==> src/rtl/vram_writer.sv <==
// vram_writer -- CPU-side VRAM write port.
//
// The CPU sees a 4-register window (ADDR_LO, ADDR_HI, DATA, CTRL/STATUS).
// DATA writes are queued in a small FIFO as {addr, data} entries.
// An entry drains into VRAM only on cycles where the GPU grants the write
// port through vram_wr_slot, so pixel fetches are never disturbed.
//
// Optional feature: define VRAM_WRITER_FILL_EN to compile in block fill.
// A CTRL write with bit 7 set then streams the last DATA byte to
// (wdata[6:0]+1) consecutive addresses.
//
// Parameters:
//   DEPTH         FIFO entries (power of two, >= 2)
// Ports:
//   clk           system clock (same clock as VRAM fetches)
//   rst           synchronous reset, active-high
//   cpu_cs        register window select
//   cpu_we        write strobe (qualified by cpu_cs, wins over cpu_re)
//   cpu_re        read strobe (qualified by cpu_cs)
//   cpu_reg       0=ADDR_LO 1=ADDR_HI 2=DATA 3=CTRL/STATUS
//   cpu_wdata     write data
//   cpu_rdata     registered read data
//   vram_wr_slot  GPU grants the VRAM write port this cycle
//   vram_wr_en    VRAM write enable
//   vram_wr_addr  VRAM write address (valid when vram_wr_en=1)
//   vram_wr_data  VRAM write data (valid when vram_wr_en=1)
//   fifo_full     FIFO holds DEPTH entries
module vram_writer #(
  parameter int DEPTH = 4
) (
  input  logic        clk,
  input  logic        rst,
  input  logic        cpu_cs,
  input  logic        cpu_we,
  input  logic        cpu_re,
  input  logic [1:0]  cpu_reg,
  input  logic [7:0]  cpu_wdata,
  output logic [7:0]  cpu_rdata,
  input  logic        vram_wr_slot,
  output logic        vram_wr_en,
  output logic [14:0] vram_wr_addr,
  output logic [7:0]  vram_wr_data,
  output logic        fifo_full
);

  localparam int AW = $clog2(DEPTH);
  localparam int CW = AW + 1;

  localparam logic [1:0] REG_ADDR_LO = 2'd0;
  localparam logic [1:0] REG_ADDR_HI = 2'd1;
  localparam logic [1:0] REG_DATA    = 2'd2;
  localparam logic [1:0] REG_CTRL    = 2'd3;

  logic [14:0]   ptr;
  logic [1:0]    inc_code;
  logic [14:0]   inc_amt;
  logic          ovf;
  logic          busy;

  logic [22:0]   mem [DEPTH];
  logic [AW-1:0] wr_idx;
  logic [AW-1:0] rd_idx;
  logic [CW-1:0] count;
  logic [2:0]    count_sat;
  logic          empty;

  logic          cpu_wr;
  logic          cpu_rd;
  logic          cpu_data_wr;
  logic          cpu_ctrl_wr;
  logic          cpu_push_req;
  logic          fill_push_req;
  logic          push_req;
  logic          push_ok;
  logic [7:0]    push_byte;
  logic          pop;
  logic          inc_wr;
  logic          ovf_set;
  logic          ovf_clr;

  // A write strobe takes priority over a simultaneous read strobe.
  assign cpu_wr      = cpu_cs & cpu_we;
  assign cpu_rd      = cpu_cs & cpu_re & ~cpu_we;
  assign cpu_data_wr = cpu_wr & (cpu_reg == REG_DATA);
  assign cpu_ctrl_wr = cpu_wr & (cpu_reg == REG_CTRL);

  assign empty     = (count == '0);
  assign fifo_full = (count == CW'(DEPTH));

  // Drain straight from the FIFO head; suppressed while reset is asserted.
  assign pop          = vram_wr_slot & ~empty & ~rst;
  assign vram_wr_en   = pop;
  assign vram_wr_addr = mem[rd_idx][22:8];
  assign vram_wr_data = mem[rd_idx][7:0];

  // A full FIFO still accepts a push when the head leaves on the same edge.
  assign cpu_push_req = cpu_data_wr & ~busy;
  assign push_req     = cpu_push_req | fill_push_req;
  assign push_ok      = push_req & (~fifo_full | pop);

  // Refused CPU pushes and CPU DATA/CTRL writes during a fill flag overflow.
  assign ovf_set = (cpu_push_req & ~push_ok) | (busy & (cpu_data_wr | cpu_ctrl_wr));
  assign ovf_clr = cpu_rd & (cpu_reg == REG_CTRL);

  generate
    if (CW > 3) begin : g_sat
      assign count_sat = (count > CW'(7)) ? 3'd7 : count[2:0];
    end else begin : g_nosat
      assign count_sat = 3'(count);
    end
  endgenerate

  always_comb begin
    inc_amt = 15'd1;
    case (inc_code)
      2'd0: inc_amt = 15'd1;
      2'd1: inc_amt = 15'd8;
      2'd2: inc_amt = 15'd32;
      2'd3: inc_amt = 15'd0;
      default: inc_amt = 15'd1;
    endcase
  end

`ifdef VRAM_WRITER_FILL_EN
  typedef enum logic {IDLE, FILL} fill_state_e;

  fill_state_e state_q;
  fill_state_e state_d;
  logic [7:0]  remaining;
  logic [7:0]  fill_byte;
  logic        fill_start;

  assign fill_start    = cpu_ctrl_wr & cpu_wdata[7] & ~busy;
  assign inc_wr        = cpu_ctrl_wr & ~cpu_wdata[7] & ~busy;
  assign fill_push_req = busy;
  assign push_byte     = busy ? fill_byte : cpu_wdata;

  always_ff @(posedge clk) begin
    if (rst) state_q <= IDLE;
    else     state_q <= state_d;
  end

  // The fill ends on the edge that accepts its last push.
  always_comb begin
    state_d = state_q;
    case (state_q)
      IDLE:    if (fill_start) state_d = FILL;
      FILL:    if (push_ok && remaining == 8'd1) state_d = IDLE;
      default: state_d = IDLE;
    endcase
  end

  always_comb begin
    busy = (state_q == FILL);
  end

  always_ff @(posedge clk) begin
    if (rst) begin
      remaining <= 8'd0;
      fill_byte <= 8'd0;
    end else begin
      if (fill_start)
        remaining <= {1'b0, cpu_wdata[6:0]} + 8'd1;
      else if (busy && push_ok)
        remaining <= remaining - 8'd1;
      if (cpu_push_req)
        fill_byte <= cpu_wdata;
    end
  end
`else
  assign busy          = 1'b0;
  assign inc_wr        = cpu_ctrl_wr;
  assign fill_push_req = 1'b0;
  assign push_byte     = cpu_wdata;
`endif

  // Address pointer: advances on every accepted push, else loads from ADDR writes.
  always_ff @(posedge clk) begin
    if (rst) begin
      ptr <= 15'd0;
    end else if (push_ok) begin
      ptr <= ptr + inc_amt;
    end else if (cpu_wr && !busy && cpu_reg == REG_ADDR_LO) begin
      ptr[7:0] <= cpu_wdata;
    end else if (cpu_wr && !busy && cpu_reg == REG_ADDR_HI) begin
      ptr[14:8] <= cpu_wdata[6:0];
    end
  end

  always_ff @(posedge clk) begin
    if (rst)         inc_code <= 2'd0;
    else if (inc_wr) inc_code <= cpu_wdata[1:0];
  end

  // A new overflow on the same edge as a STATUS read wins over the clear.
  always_ff @(posedge clk) begin
    if (rst)          ovf <= 1'b0;
    else if (ovf_set) ovf <= 1'b1;
    else if (ovf_clr) ovf <= 1'b0;
  end

  always_ff @(posedge clk) begin
    if (push_ok) mem[wr_idx] <= {ptr, push_byte};
  end

  always_ff @(posedge clk) begin
    if (rst) begin
      wr_idx <= '0;
      rd_idx <= '0;
      count  <= '0;
    end else begin
      if (push_ok) wr_idx <= wr_idx + 1'b1;
      if (pop)     rd_idx <= rd_idx + 1'b1;
      if (push_ok && !pop)      count <= count + 1'b1;
      else if (pop && !push_ok) count <= count - 1'b1;
    end
  end

  always_ff @(posedge clk) begin
    if (rst) begin
      cpu_rdata <= 8'd0;
    end else if (cpu_rd) begin
      case (cpu_reg)
        REG_ADDR_LO: cpu_rdata <= ptr[7:0];
        REG_ADDR_HI: cpu_rdata <= {1'b0, ptr[14:8]};
        REG_DATA:    cpu_rdata <= 8'h00;
        REG_CTRL:    cpu_rdata <= {ovf, busy, fifo_full, empty, 1'b0, count_sat};
        default:     cpu_rdata <= 8'h00;
      endcase
    end
  end

endmodule

==> config.mk <==
export PLATFORM = sky130hd
export DESIGN_NAME = vram_writer
export DESIGN_NICKNAME = d
export VERILOG_FILES = /design/src/rtl/vram_writer.sv
export SDC_FILE = /design/constraint.sdc
export NUM_CORES = 1
export LEC_CHECK = 0
export CORE_MARGIN = 10
export CORE_UTILIZATION = 30
export CTS_CLUSTER_DIAMETER = 50
export CTS_CLUSTER_SIZE = 12
export DETAILED_ROUTE_END_ITERATION = 8
export GPL_TIMING_DRIVEN = 0
export SLEW_MARGIN = 20
export SYNTH_ARGS = -nofsm -noshare
export SYNTH_HDL_FRONTEND = slang
export SYNTH_SLANG_ARGS = --single-unit
==> constraint.sdc <==
create_clock -name clk -period 6.9 [get_ports clk]
set_input_delay 1.725 -clock clk [delete_from_list [all_inputs] [get_ports clk]]
set_output_delay 1.725 -clock clk [all_outputs]
set_load 0.1 [all_outputs]
==> reports/qor_table.md <==
| Quantity | Reported |
| --- | --- |
| Run status | finished clean |
| GPL Wtd Cong | 0.892 |
| Worst-margin pin slew | 0.985 ns |
| Number of global-route vias before repair | 3541 |
| Min-Delay Startpoint | cpu_rdata[5] |
| Worst-path maximum fanout | 2 |
| Simple-Gate Fraction of Synth Area | 0.0940 |
| CTS Sinks | 127 |
| Later-pin clock latency in the skew report | 0.41 ns |
| Power density over the cells | 289 nW/um2 |
| Worst-path cell chain | clkdlybuf4s50_1, nor2b_1, nand2_1, inv_1, clkdlybuf4s50_1 |
| Fraction of power spent switching nets | 0.254 |
| Number of hold violations in the final report | 0 |
| Internal power contribution | 1470 uW |
| Peak VDD IR | 0.000180 V |
| Flops & latches, synth | 127 |
| Initial DRC count | 286 |
| Count of flip-flops with a built-in enable after synthesis | 92 |
| Final period util | 0.810 |
| Total Routed Length | 12.9 mm |
| Number of cell instances on the worst register-to-register path | 10 |
| WHS Endpoint | cpu_rdata[5] |
| Synthesized-area fraction occupied by ao, oa, aoi and oai cells | 0.0814 |
| Fmax | 0.179 GHz |
| Portion of netlist area occupied by mux cells | 0.122 |
| Largest family of logic cells by synthesized area | multiplexers |
| Clock Tree Buf Depth | 2 |
| Root Buffer | sky130_fd_sc_hd__clkbuf_16 |
| Classification of the worst setup path | in2out |
| CP Buf/Inv Count | 3 |
| Worst hold-check slack | 0.499 ns |
| Instance count of the mapped netlist | 371 |
| Number of search-and-repair iterations in the first detailed-routing pass | 4 |
| Synth Area in XOR/XNOR | 0.0145 |
| Number of buffers added on ports | 46 |
| Relative contribution of combinational cells to total power | 0.116 |
| Worst min-delay path category | reg2reg |
| Reg-to-Reg Start | count[0] |
| Number of distinct library cells after synthesis | 66 |
| Final TNS setup | 0 ns |
| Detailed-route wire length per cell | 19.0 um |
| Worst reg-to-reg setup slack | 4.19 ns |
| Post-synthesis sequential area ratio | 0.636 |
| Reported leakage power | 0.00221 uW |
| Clock transition at the register clock pins on the worst setup and hold paths after CTS | 0.05 ns |
| Critical Path Start Type | primary input |
| CP arrival | 3.86 ns |
| Post-synthesis cell area | 5440 um2 |
| Final count of pins violating max slew | 0 |
| Final Power | 1970 uW |
| Place WS | 1.32 ns |
| CTS tree | done |
| Die ar. | 23900 um2 |
| FFs w/ async S/R, synth | 0 |
| Number of max-cap violations | 0 |
| Total GRT Usage | 0.109 |
| Crit-path max cell delay | 1.15 ns |
| Cell types with the largest area share after synthesis | sky130_fd_sc_hd__edfxtp_1 (51%), sky130_fd_sc_hd__dfxtp_1 (13%), sky130_fd_sc_hd__mux4_2 (9.5%) |
| Post-cts gate resize count | 0 |
| Share of power burned in the clock network | 0.455 |
| Time the worst path needs with I/O delays and setup | 5.59 ns |
| Placed wire-length estimate | 8.63 mm |
| Area growth from synthesis to layout | 24.8% |
| Initial antenna violation count | 0 |
| H-tree levels | 4 |
| Synthesized area divided by synthesized cell count | 14.7 um2 |
| Core Area | 17900 um2 |
| Sequential power share | 0.430 |
| Layout cell share with drive strength beyond 1 | 0.169 |
| Number of warnings issued by yosys | 0 |
| Number of instances on the worst hold path | 2 |
| Row cnt | 49 |
| Standard cell with the maximum stage delay on the critical path | sky130_fd_sc_hd__clkdlybuf4s50_1 |
| Post-CTS Setup Bufs | 0 |
| Terminus of the critical flop-to-flop path | count[2] |
| Post-CTS Hold Fix Bufs | 0 |
| Grt total ovfl | 0 |
| Largest area contributor in the synthesized netlist | sky130_fd_sc_hd__edfxtp_1 |
| Detailed-route via count | 3414 |
| Crit path top cell by count | sky130_fd_sc_hd__clkdlybuf4s50_1 |
| Number of remaining DRC errors | 0 |
| Floorplan die height | 155 um |
| Nets in the synthesized netlist | 397 |
| Effective utilization at floorplan | 0.304 |
| Data required time at the worst endpoint | 5.18 ns |
| Setup WS post-layout | 1.31 ns |
| Diodes inserted | 0 |
| Maximum number of pins on one net before global-route repair | 24 |
| Global-route wire length before repair | 20.2 mm |
| Synth Area in Adders | 0.0244 |
| Number of antenna-violating nets in the routed design | 0 |
| Endpoint class of the critical path | output pin |
| Number of vias per cell after detailed routing | 5.04 |
| Top-area cell type share of the netlist area | 0.508 |
| Die boundary width | 155 um |
| I/O pin count | 49 |
| Prevailing post-synth register cell | sky130_fd_sc_hd__edfxtp_1 |
| Maximum clock skew at final layout | 0.00941 ns |
| Unrepaired setup endpoints after global routing | no |
| Net switching component of the power | 500 uW |
| Number of buffers created by CTS | 17 |
| Worst slew margin relative to its limit | 0.342 |
| Top Family by Delay on Critical Path | buffers and inverters |
| Setup-violating endpoint count in the final report | 0 |
| Layout net count | 462 |
## registers in the layout (all words and copies together), names as in the netlist, named ones only
register and cells:
ptr 15, mem 92, rd_idx 2, cpu_rdata 8, wr_idx 2, ovf 1, count 3, inc_code 2
## layout by cell type (no fill, tap or decap), types with 4 or more instances in the layout
cell type	synthesis	layout
sky130_fd_sc_hd__edfxtp_1	92	92
sky130_fd_sc_hd__clkdlybuf4s50_1	0	46
sky130_fd_sc_hd__dfxtp_1	35	35
sky130_fd_sc_hd__nor2_1	31	31
sky130_fd_sc_hd__mux4_2	23	23
sky130_fd_sc_hd__nand2_1	19	19
sky130_fd_sc_hd__clkbuf_16	0	17
sky130_fd_sc_hd__a21oi_1	11	11
sky130_fd_sc_hd__mux2i_1	11	11
sky130_fd_sc_hd__ha_1	9	9
sky130_fd_sc_hd__clkbuf_1	7	8
sky130_fd_sc_hd__nand3_1	8	8
sky130_fd_sc_hd__inv_1	7	7
sky130_fd_sc_hd__buf_2	7	7
sky130_fd_sc_hd__or3_1	6	6
sky130_fd_sc_hd__nor3_1	6	6
sky130_fd_sc_hd__nor2b_1	5	5
sky130_fd_sc_hd__xnor2_1	5	5
sky130_fd_sc_hd__a211oi_1	5	5
sky130_fd_sc_hd__and2_2	0	4
sky130_fd_sc_hd__a31oi_1	4	4
sky130_fd_sc_hd__xor2_1	4	4
sky130_fd_sc_hd__o21ai_0	4	4
sky130_fd_sc_hd__a311oi_1	4	4
sky130_fd_sc_hd__clkinv_4	0	4
## stage by stage
stage | utilization | area, um2 | instances
after global routing | 0.379 | 6790 | 678
after CTS | 0.379 | 6790 | 678
after detailed placement | 0.346 | 6190 | 646
after global placement | 0.346 | 6190 | 646
final | 0.379 | 6790 | 678
after floorplan | - | 5440 | 371
## worst register-to-register path, cell delays in order (launching register included)
cell                      delay, ns
sky130_fd_sc_hd__dfxtp_1       0.48
sky130_fd_sc_hd__nor3b_4       0.13
sky130_fd_sc_hd__a21o_1        0.26
sky130_fd_sc_hd__inv_2         0.17
sky130_fd_sc_hd__buf_2         0.28
sky130_fd_sc_hd__ha_1          0.24
sky130_fd_sc_hd__inv_1         0.07
sky130_fd_sc_hd__fa_1          0.38
sky130_fd_sc_hd__xor2_1        0.16
sky130_fd_sc_hd__or3_1         0.31
sky130_fd_sc_hd__a21oi_1       0.16
## layout make-up
class | count | area [um2]
clock inverter | 14 | 168
inverter | 9 | 33.8
timing repair buffer | 46 | 460
fill | 1698 | 11100
multi-input combinational | 214 | 1840
buffer | 21 | 114
tap | 229 | 287
sequential | 127 | 3460
clock buffer | 18 | 429
## cells by family after synthesis
group                    Yosys count
buffers and inverters             30
adder cells (fa/ha/maj)           10
multiplexers                      37
AND/OR/NAND/NOR                   99
XOR/XNOR                           9
flip-flops                       127
AO/OA/AOI/OAI                     59
## power groups by stage
| stage | combinational (uW) | sequential [uW] | clock [uW] |
|---|---|---|---|
| 3_3_place_gp | 227 | 859 | 0 |
| 6_report | 227 | 845 | 894 |
| 4_1_cts | 230 | 845 | 909 |
| 5_1_grt | 241 | 847 | 941 |
| 2_1_floorplan | 158 | 868 | 0 |
| 3_5_place_dp | 229 | 860 | 0 |
## metal layers
layer | share of wire | vias to the layer above | GRT usage
met4 | 0.021 | 0 | 0.0490
met3 | 0.056 | 16 | 0.0269
met1 | 0.44 | 1727 | 0.132
li1 | - | 1583 | -
met5 | 0 | - | 0
met2 | 0.49 | 88 | 0.177
## cell usage after synthesis, drive strengths merged, types with 2 or more instances
master	instances
edfxtp	92
dfxtp	35
nor2	31
mux4	23
nand2	19
buf	14
a21oi	12
mux2i	11
ha	9
inv	8
nand3	8
clkbuf	7
nor3	6
or3	6
a211oi	5
a311oi	5
and2	5
nor2b	5
o21ai	5
xnor2	5
a31oi	4
xor2	4
a211o	3
a311o	3
mux2	3
nand3b	3
o211ai	3
a22oi	2
a32oi	2
and3	2
nand2b	2
nand4	2
nor3b	2
o311ai	2
## how the worst max path moves through the flow
stage,start,to,slack (ns),cells past startpoint
2_1_floorplan,vram_wr_slot,vram_wr_en,2.61,3
3_3_place_gp,vram_wr_slot,vram_wr_en,1.28,5
3_5_place_dp,vram_wr_slot,vram_wr_en,1.32,5
4_1_cts,vram_wr_slot,vram_wr_en,1.30,5
5_1_grt,vram_wr_slot,vram_wr_en,1.21,5
6_report,vram_wr_slot,vram_wr_en,1.31,5
(Power assumes the default switching activity.)
